$ cat config.mk
export PLATFORM = sky130hd
export DESIGN_NAME = rotary_position_tracker
export DESIGN_NICKNAME = d
export VERILOG_FILES = /design/src/rtl/rotary_position_tracker.sv
export SDC_FILE = /design/constraint.sdc
export NUM_CORES = 1
export LEC_CHECK = 0
export CAP_MARGIN = 20
export CORE_AREA = 2 2 118 120
export CTS_CLUSTER_SIZE = 28
export DETAILED_ROUTE_END_ITERATION = 16
export DIE_AREA = 0 0 120 122
export GPL_TIMING_DRIVEN = 0
export PLACE_DENSITY = 0.65
export SLEW_MARGIN = 10
export SYNTH_ARGS = -nofsm -noshare
export SYNTH_HDL_FRONTEND = slang
export SYNTH_SLANG_ARGS = --single-unit
$ cat constraint.sdc
create_clock -name clk -period 7.5 [get_ports clk]
set_input_delay 1.5 -clock clk [delete_from_list [all_inputs] [get_ports clk]]
set_output_delay 1.5 -clock clk [all_outputs]
set_load 0.02 [all_outputs]
$ cat src/rtl/rotary_position_tracker.sv
`timescale 1ns/1ps
`default_nettype none
// ============================================================================
// Module      : rotary_position_tracker
// Description : Debounced quadrature decode of two dials into saturating X/Y
//               cursor positions, exposed over an Avalon-MM register slave.
// Revision    : 1.0
// ============================================================================
module rotary_position_tracker #(
   parameter int DEBOUNCE_CYCLES  = 500,
   parameter int X_MAX            = 479,
   parameter int Y_MAX            = 271,
   parameter int TRANS_PER_DETENT = 4
) (
   input  logic        clk,
   input  logic        reset,
   input  logic [1:0]  dial_l,
   input  logic [1:0]  dial_r,
   input  logic [1:0]  avs_address,
   input  logic        avs_read,
   output logic [31:0] avs_readdata,
   input  logic        avs_write,
   input  logic [31:0] avs_writedata,
   output logic        changed
);
   localparam int                 c_cnt_w    = $clog2(DEBOUNCE_CYCLES + 1);
   localparam logic [c_cnt_w-1:0] c_cnt_last = c_cnt_w'(DEBOUNCE_CYCLES - 1);
   localparam logic [8:0]         c_x_max    = 9'(X_MAX);
   localparam logic [8:0]         c_y_max    = 9'(Y_MAX);
   localparam logic [3:0]         c_tpd_pos  = 4'(TRANS_PER_DETENT);
   localparam logic [3:0]         c_tpd_neg  = 4'(-TRANS_PER_DETENT);

   // Bits [1:0] belong to the left dial, [3:2] to the right dial.
   logic [3:0]         w_raw;
   logic [3:0]         r_sync1;
   logic [3:0]         r_sync2;
   logic [3:0]         r_sync_prev;
   logic [3:0]         r_filt;
   logic [3:0]         r_filt_prev;
   logic [c_cnt_w-1:0] r_cnt [4];

   logic [1:0][8:0]    w_pos;
   logic [1:0]         w_err;
   logic [1:0]         w_moved;
   logic               r_changed;
   logic               w_chg_clr;
   logic [31:0]        w_rdata;
   logic [31:0]        r_rdata;
   logic               w_unused;

   assign w_raw    = {dial_r, dial_l};
   assign w_unused = &{1'b0, avs_writedata[31:9]};

   always_ff @(posedge clk or posedge reset) begin
      if (reset) begin
         r_sync1     <= '0;
         r_sync2     <= '0;
         r_sync_prev <= '0;
         r_filt      <= '0;
         r_filt_prev <= '0;
         for (int i = 0; i < 4; i++) r_cnt[i] <= '0;
      end else begin
         r_sync1     <= w_raw;
         r_sync2     <= r_sync1;
         r_sync_prev <= r_sync2;
         r_filt_prev <= r_filt;
         // The counter only runs while a new value stays put; any wobble restarts it.
         for (int i = 0; i < 4; i++) begin
            if (r_sync2[i] == r_filt[i] || r_sync2[i] != r_sync_prev[i]) begin
               r_cnt[i] <= '0;
            end else if (r_cnt[i] == c_cnt_last) begin
               r_filt[i] <= r_sync2[i];
               r_cnt[i]  <= '0;
            end else begin
               r_cnt[i] <= r_cnt[i] + 1'b1;
            end
         end
      end
   end

   for (genvar d = 0; d < 2; d++) begin : g_dial
      localparam logic [8:0] c_max = (d == 0) ? c_x_max : c_y_max;

      logic [1:0]       w_prev;
      logic [1:0]       w_cur;
      logic [3:0]       w_delta;
      logic [3:0]       w_sum;
      logic             w_bad;
      logic             w_cw;
      logic             w_ccw;
      logic             w_pos_wr;
      logic             w_err_clr;
      logic [8:0]       w_wr_val;
      logic signed [2:0] r_acc;
      logic [8:0]       r_pos;
      logic             r_err;

      assign w_prev = r_filt_prev[2*d +: 2];
      assign w_cur  = r_filt[2*d +: 2];

      always_comb begin
         w_delta = 4'd0;
         w_bad   = 1'b0;
         case ({w_prev, w_cur})
            4'b0001, 4'b0111, 4'b1110, 4'b1000: w_delta = 4'd1;
            4'b0100, 4'b1101, 4'b1011, 4'b0010: w_delta = 4'hF;
            4'b0011, 4'b1100, 4'b0110, 4'b1001: w_bad   = 1'b1;
            default: ;
         endcase
      end

      assign w_sum     = {r_acc[2], r_acc} + w_delta;
      assign w_cw      = (w_sum == c_tpd_pos);
      assign w_ccw     = (w_sum == c_tpd_neg);
      assign w_pos_wr  = avs_write && (avs_address == 2'(d));
      assign w_err_clr = avs_write && (avs_address == 2'd2) && avs_writedata[d];
      assign w_wr_val  = (avs_writedata[8:0] > c_max) ? c_max : avs_writedata[8:0];
      // A bus write owns the position for this cycle, so a coincident step is dropped.
      assign w_moved[d] = !w_pos_wr &&
                          ((w_cw && r_pos != c_max) || (w_ccw && r_pos != 9'd0));
      assign w_pos[d]   = r_pos;
      assign w_err[d]   = r_err;

      always_ff @(posedge clk or posedge reset) begin
         if (reset) begin
            r_acc <= '0;
            r_pos <= '0;
            r_err <= 1'b0;
         end else begin
            if (w_pos_wr) begin
               r_pos <= w_wr_val;
               r_acc <= '0;
            end else begin
               r_acc <= (w_cw || w_ccw) ? 3'sd0 : signed'(w_sum[2:0]);
               if (w_cw && r_pos != c_max) begin
                  r_pos <= r_pos + 9'd1;
               end else if (w_ccw && r_pos != 9'd0) begin
                  r_pos <= r_pos - 9'd1;
               end
            end
            r_err <= w_bad | (r_err & ~w_err_clr);
         end
      end
   end

   assign w_chg_clr = avs_write && (avs_address == 2'd2) && avs_writedata[2];

   always_comb begin
      w_rdata = '0;
      case (avs_address)
         2'd0:    w_rdata = {23'd0, w_pos[0]};
         2'd1:    w_rdata = {23'd0, w_pos[1]};
         2'd2:    w_rdata = {29'd0, r_changed, w_err[1], w_err[0]};
         default: w_rdata = {7'd0, c_y_max, 7'd0, c_x_max};
      endcase
   end

   always_ff @(posedge clk or posedge reset) begin
      if (reset) begin
         r_changed <= 1'b0;
         r_rdata   <= '0;
      end else begin
         r_changed <= (|w_moved) | (r_changed & ~w_chg_clr);
         if (avs_read) r_rdata <= w_rdata;
      end
   end

   assign avs_readdata = r_rdata;
   assign changed      = r_changed;

endmodule
`default_nettype wire

* After elaboration in Yosys (flattened, before gate mapping)
Index checks and enable logic that the tools add are counted.
** Storage, ports and cells
- Register bits after elaboration :: 115
- Output and inout bits :: 33
- Logic and storage cells :: 152
** Operators by class
- Add/sub/neg operators :: 10
- Order comparisons :: 2
- Eq/ne operators :: 44
- Mux-type cells :: 25
- Bitwise operators :: 13
- Reduce and logical (&&, ||, !) cells :: 38
** Operators with widths (count)
- 2-to-1 mux 9 bit :: 16
- one-hot mux 25 bit (3 select lines) :: 1
- equality test 4 bit (second input constant) :: 14
- adder 9 x 1 -> 9 bit (second input constant) :: 6
- equality test 9 bit (second input constant) :: 4
- equality test 4 x 3 -> 1 bit (second input constant) :: 8
- OR reduction 4 bit :: 6
- greater-than comparator 9 bit (second input constant) :: 2
- inequality test 9 bit (second input constant) :: 2
- nonzero test 9 bit :: 2
- subtractor 9 x 1 -> 9 bit (second input constant) :: 2
- equality test 4 x 2 -> 1 bit (second input constant) :: 4
- one-hot mux 4 bit (2 select lines) :: 2
- logical AND 1 bit :: 12
- 2-to-1 mux 3 bit :: 4
- adder 4 bit :: 2
- equality test 4 x 1 -> 1 bit (second input constant) :: 2
- logical OR 1 bit :: 8
- AND reduction 2 bit :: 4
- NOT 1 bit :: 7
- nonzero test 3 bit :: 2
- equality test 1 bit :: 4
- inequality test 1 bit :: 4
- bitwise AND 1 bit :: 3
- 7 further kinds :: 11

* Longest topological paths before layout
- Word-level depth :: 10
- Mapped depth :: 15

* Worst setup path before layout
Ideal clock, no wire load.
- Path kind :: register to register
- From :: reg r_filt[0]
- To :: reg g_dial[0].r_pos[8]
- Setup time :: 0.140 ns
- Arrival time :: 3.463 ns
- Data required time :: 7.360 ns
- Path slack :: 3.897 ns
- Cell stages (with the launch flop) :: 16
- Clock period less this slack :: 3.603 ns
- Path through :: dfrtp_1 > clkbuf_1 > xor2_1 > xnor2_1 > ha_1 > fa_1 > nor2_1 > nand2b_1 > or3_1 > ha_1 > a2111oi_0 > o21ai_0 > nand2_1 > xnor2_1 > a21o_1 > a31oi_1
** Between the ends
- Cells in the longest elaborated chain, start to end :: 8
- Elaborated cells between the ends (all ways) :: 19
- Those cells by class :: 1 x add/sub; 10 x eq/ne; 3 x mux; 5 x reduce/logical
** RTL lines
- from (decl) :: line 38 : logic [3:0] r_filt;
- from (signal, indexed assignment) :: line 72 : r_filt[i] <= r_sync2[i];
- equality test 4 x 3 -> 1 bit, or another cell as far along :: line 104 : case ({w_prev, w_cur})
- OR reduction 4 bit :: line 104
- one-hot mux 4 bit (2 select lines) * :: line 104
- adder 4 bit * :: line 112 : assign w_sum = {r_acc[2], r_acc} + w_delta;
- equality test 4 x 3 -> 1 bit :: line 113 : assign w_cw = (w_sum == c_tpd_pos);
- logical AND 1 bit :: line 135 : if (w_cw && r_pos != c_max) begin
- 2-to-1 mux 9 bit :: line 135
- 2-to-1 mux 9 bit :: line 130 : if (w_pos_wr) begin
- to (signal assigned) :: line 131 : r_pos <= w_wr_val;
- to (signal assigned) :: line 136 : r_pos <= r_pos + 9'd1;
- to (signal assigned) :: line 138 : r_pos <= r_pos - 9'd1;
- to (decl) :: line 95 : logic [8:0] r_pos;
Every way passes the cells marked *; elsewhere a longest branch is shown, timed or not.
A chain may end at the register's enable or synchronous reset.

* Worst setup path after layout
Ends and elaborated chain as after synthesis.

==> impl_metrics.yaml <==
placed_design:
  place_area_sq_um: 5880
  numPortBuffers: 30
  dpl.hpwl_microns: 8230
  routabilityCongestion: 0.846
clock_tree:
  cts-resized-gates: 0
  htreeDepth: 3
  cts_root_buf: "clkbuf_16"
  cts-hold-fix-buffers: 0
  cts_buffer_depth: 2
  post-cts-setup-buffers: 0
  cts.sinks: 93
  clk_latency_ns: 0.34
  clk_pin_slew_ns: 0.07
  cts_buffers: 9
  cts_tree: "yes"
global_route:
  grt_usage_pct: 16.2
  grt_pass1_wl_microns: 19000
  grt_pass1_vias: 4150
  globalRouteOverflowTotal: 0
  antenna_found_initial: 0
  grt_max_degree: 50
die:
  dieWidth_microns: 120
  start_util_pct: 39.0
  pin_count: 75
  die_area_sq_um: 14600
  num_rows: 43
  core_sq_um: 13500
  die_height_microns: 122
timing:
  hold_viol: 0
  finalSetupViolCount: 0
  holdWs_ns: 0.349
  max_slew_margin_pct: 59.4
  finalCriticalPeriod_ns: 4.05
  finalCritPeriodShare_pct: 54.0
  slew_viol_final: 0
  setup_tns_ns: 0
  worst_pin_slew_ns: 0.604
  fin_skew_ns: 0.00575
  fmax_mhz: 247
  rsz0062_at_grt: "no"
finish:
  antenna_cells: 0
  nets: 685
  syn_to_final_growth_pct: 17.6
  layout-drive-gt1-share_pct: 9.68
  final_area_sq_um: 6190
  n_fill_cell: 1259
synth:
  post_synth.cell_area_avg_sq_um: 9.47
  netlist_area_sq_um: 5260
  ys_async_sr_fraction_pct: 100
  synth-edff-count: 0
  synth_warnings: 0
  synth-seq-cells: 93
  synthFlopType: "dfrtp_1"
  yosysSeqAreaShare_pct: 44.2
  synth.distinct_cells: 52
  syn_inst: 556
route:
  remaining_drc_errors: 0
  wl_per_cell_microns: 13.8
  routed_wl_microns: 11000
  ant_nets: 0
  via_count: 4046
  drt_iter0_drc: 232
  vias_per_cell: 5.06
  dr.pass1.iters: 5
setup_path:
  endpoint_kind: "register"
  crit_path_end: "g_dial[0].r_pos[8]"
  reg2reg_slack_ns: 3.45
  cp_num_buf_inv: 1
  r2r-end: "g_dial[0].r_pos[8]"
  crit_chain: "clkbuf_1 > xor2_1 > xnor2_1 > ha_1 > fa_1 > nor2_1 > nand2b_1 > or3_1 > ha_1 > a2111oi_0 > o21ai_0 > nand2_1 > xnor2_1 > nand3_1 > a31oi_1"
  cp_max_fo: 9
  critPathRequiredTime_ns: 7.75
  worstSetupPathType: "reg -> reg"
  arrival_ns: 4.31
  crit_slowest_cell: "or3_1"
  max_stage_delay_ns: 0.55
  cp-start-kind: "register"
  cp.depth: 15
  r2r-start: "r_filt[0]"
  cp-startpoint: "r_filt[0]"
  r2r_cells: 15
  critPathTopFamily: "adder cells"
hold_path:
  hp-class: "reg -> reg"
pwr:
  peakVddDrop_mv: 0.140
  p_leak_nw: 2.72
  p_per_area_nw_per_um2: 205
job:
  cap_violations: 0
status:
  status: "completed"
[worst min path at each step]
stage / from / to / slack, ns / cells past startpoint
after floorplan: r_sync1[0] / r_sync2[0] / 0.33 / 0
after global placement: r_sync1[1] / r_sync2[1] / 0.33 / 0
after detailed placement: r_sync1[1] / r_sync2[1] / 0.33 / 0
after CTS: r_sync1[1] / r_sync2[1] / 0.35 / 0
after global routing: r_sync1[0] / r_sync2[0] / 0.37 / 0
final: r_sync1[1] / r_sync2[1] / 0.35 / 0
[cell families after synthesis]
family                     Yosys count  synth area share, %
and+or+nand+nor                    203                 18.7
adders and majority gates           28                 7.23
DFF                                 93                 44.2
xor gates and xnor gates            55                 9.15
buffers and inverters               59                 6.04
muxes                               13                 2.69
other                                1               0.0713
AOI/OAI and AO/OA                  104                 11.9
[cell usage after synthesis, drive strengths merged, types with 3 or more instances]
| cell | n | area share (%) |
|---|---|---|
| nand2b | 3 | 0.36 |
| nand3 | 20 | 2.0 |
| o21ai | 43 | 4.1 |
| nand4 | 6 | 0.83 |
| clkbuf | 9 | 0.64 |
| xnor2 | 37 | 6.2 |
| nand2 | 48 | 3.5 |
| or4 | 3 | 0.43 |
| buf | 26 | 3.7 |
| nor3b | 5 | 0.71 |
| ha | 24 | 5.7 |
| fa | 4 | 1.5 |
| o21a | 3 | 0.43 |
| a21o | 3 | 0.43 |
| o221ai | 7 | 1.2 |
| nor2 | 78 | 5.6 |
| xor2 | 18 | 3.0 |
| dfrtp | 93 | 44 |
| a31oi | 8 | 0.95 |
| a211oi | 5 | 0.71 |
| mux2 | 6 | 1.4 |
| or3 | 3 | 0.36 |
| or2 | 3 | 0.36 |
| and2 | 8 | 1.0 |
| and3 | 6 | 0.71 |
| a2bb2oi | 3 | 0.50 |
| nor3 | 6 | 0.78 |
| a21oi | 23 | 2.2 |
| mux2i | 7 | 1.3 |
| nor2b | 7 | 0.83 |
| inv | 24 | 1.7 |
[per-stage QoR]
step	util (%)	worst slack, ns	std cells	power, mW
2_1_floorplan	-	3.58	573	0.736
4_1_cts	45.8	3.47	800	1.28
6_report	45.8	3.45	800	1.27
3_3_place_gp	43.3	2.25	783	0.802
5_1_grt	45.8	3.01	800	1.33
3_5_place_dp	43.6	3.51	784	0.813
[layer usage]
layer  up-vias  routed length, microns  GRT usage, %
li1       1990                       -             -
met1      1931                    4680          19.8
met2       109                    5630          28.3
met3        16                     596          3.23
met4         0                     119          6.32
met5         -                       0             0
[layout by cell type (no fill, tap or decap), types with 8 or more instances in the layout]
cell type / instances
xnor2_1: 37
a21oi_1: 23
nor2_1: 78
conb_1: 18
nand2_1: 47
clkbuf_16: 9
buf_4: 23
o21ai_0: 42
inv_1: 23
clkdlybuf4s50_1: 30
dfrtp_1: 93
a31oi_1: 8
nand3_1: 19
ha_1: 24
clkbuf_1: 9
xor2_1: 18
[report_power, final]
group	total (mW)	internal, mW	switching, mW
registers	0.567	0.530	0.0369
clock network	0.466	0.264	0.202
logic	0.237	0.108	0.129
[layout make-up]
class,instances,area (sq um),share of cell area [%]
multi-input cells,421,2680,43.3
flip-flops and latches,93,2330,37.6
repair buffers,31,328,5.30
plain buffers,35,228,3.68
clock buffers,9,225,3.64
well taps,180,225,3.64
inverters,24,92.6,1.50
clock inverters,7,80.1,1.29
[flip-flops by register name, summed over array words and instances (netlist names)]
name and count:
r_cnt 36, g_dial.r_pos 18, avs_readdata 10, g_dial.r_acc 6, r_filt 4, r_filt_prev 4, r_sync1 4, r_sync2 4
r_sync_prev 4, g_dial.r_err 2, changed 1
Power figures use the tool's default switching activity.
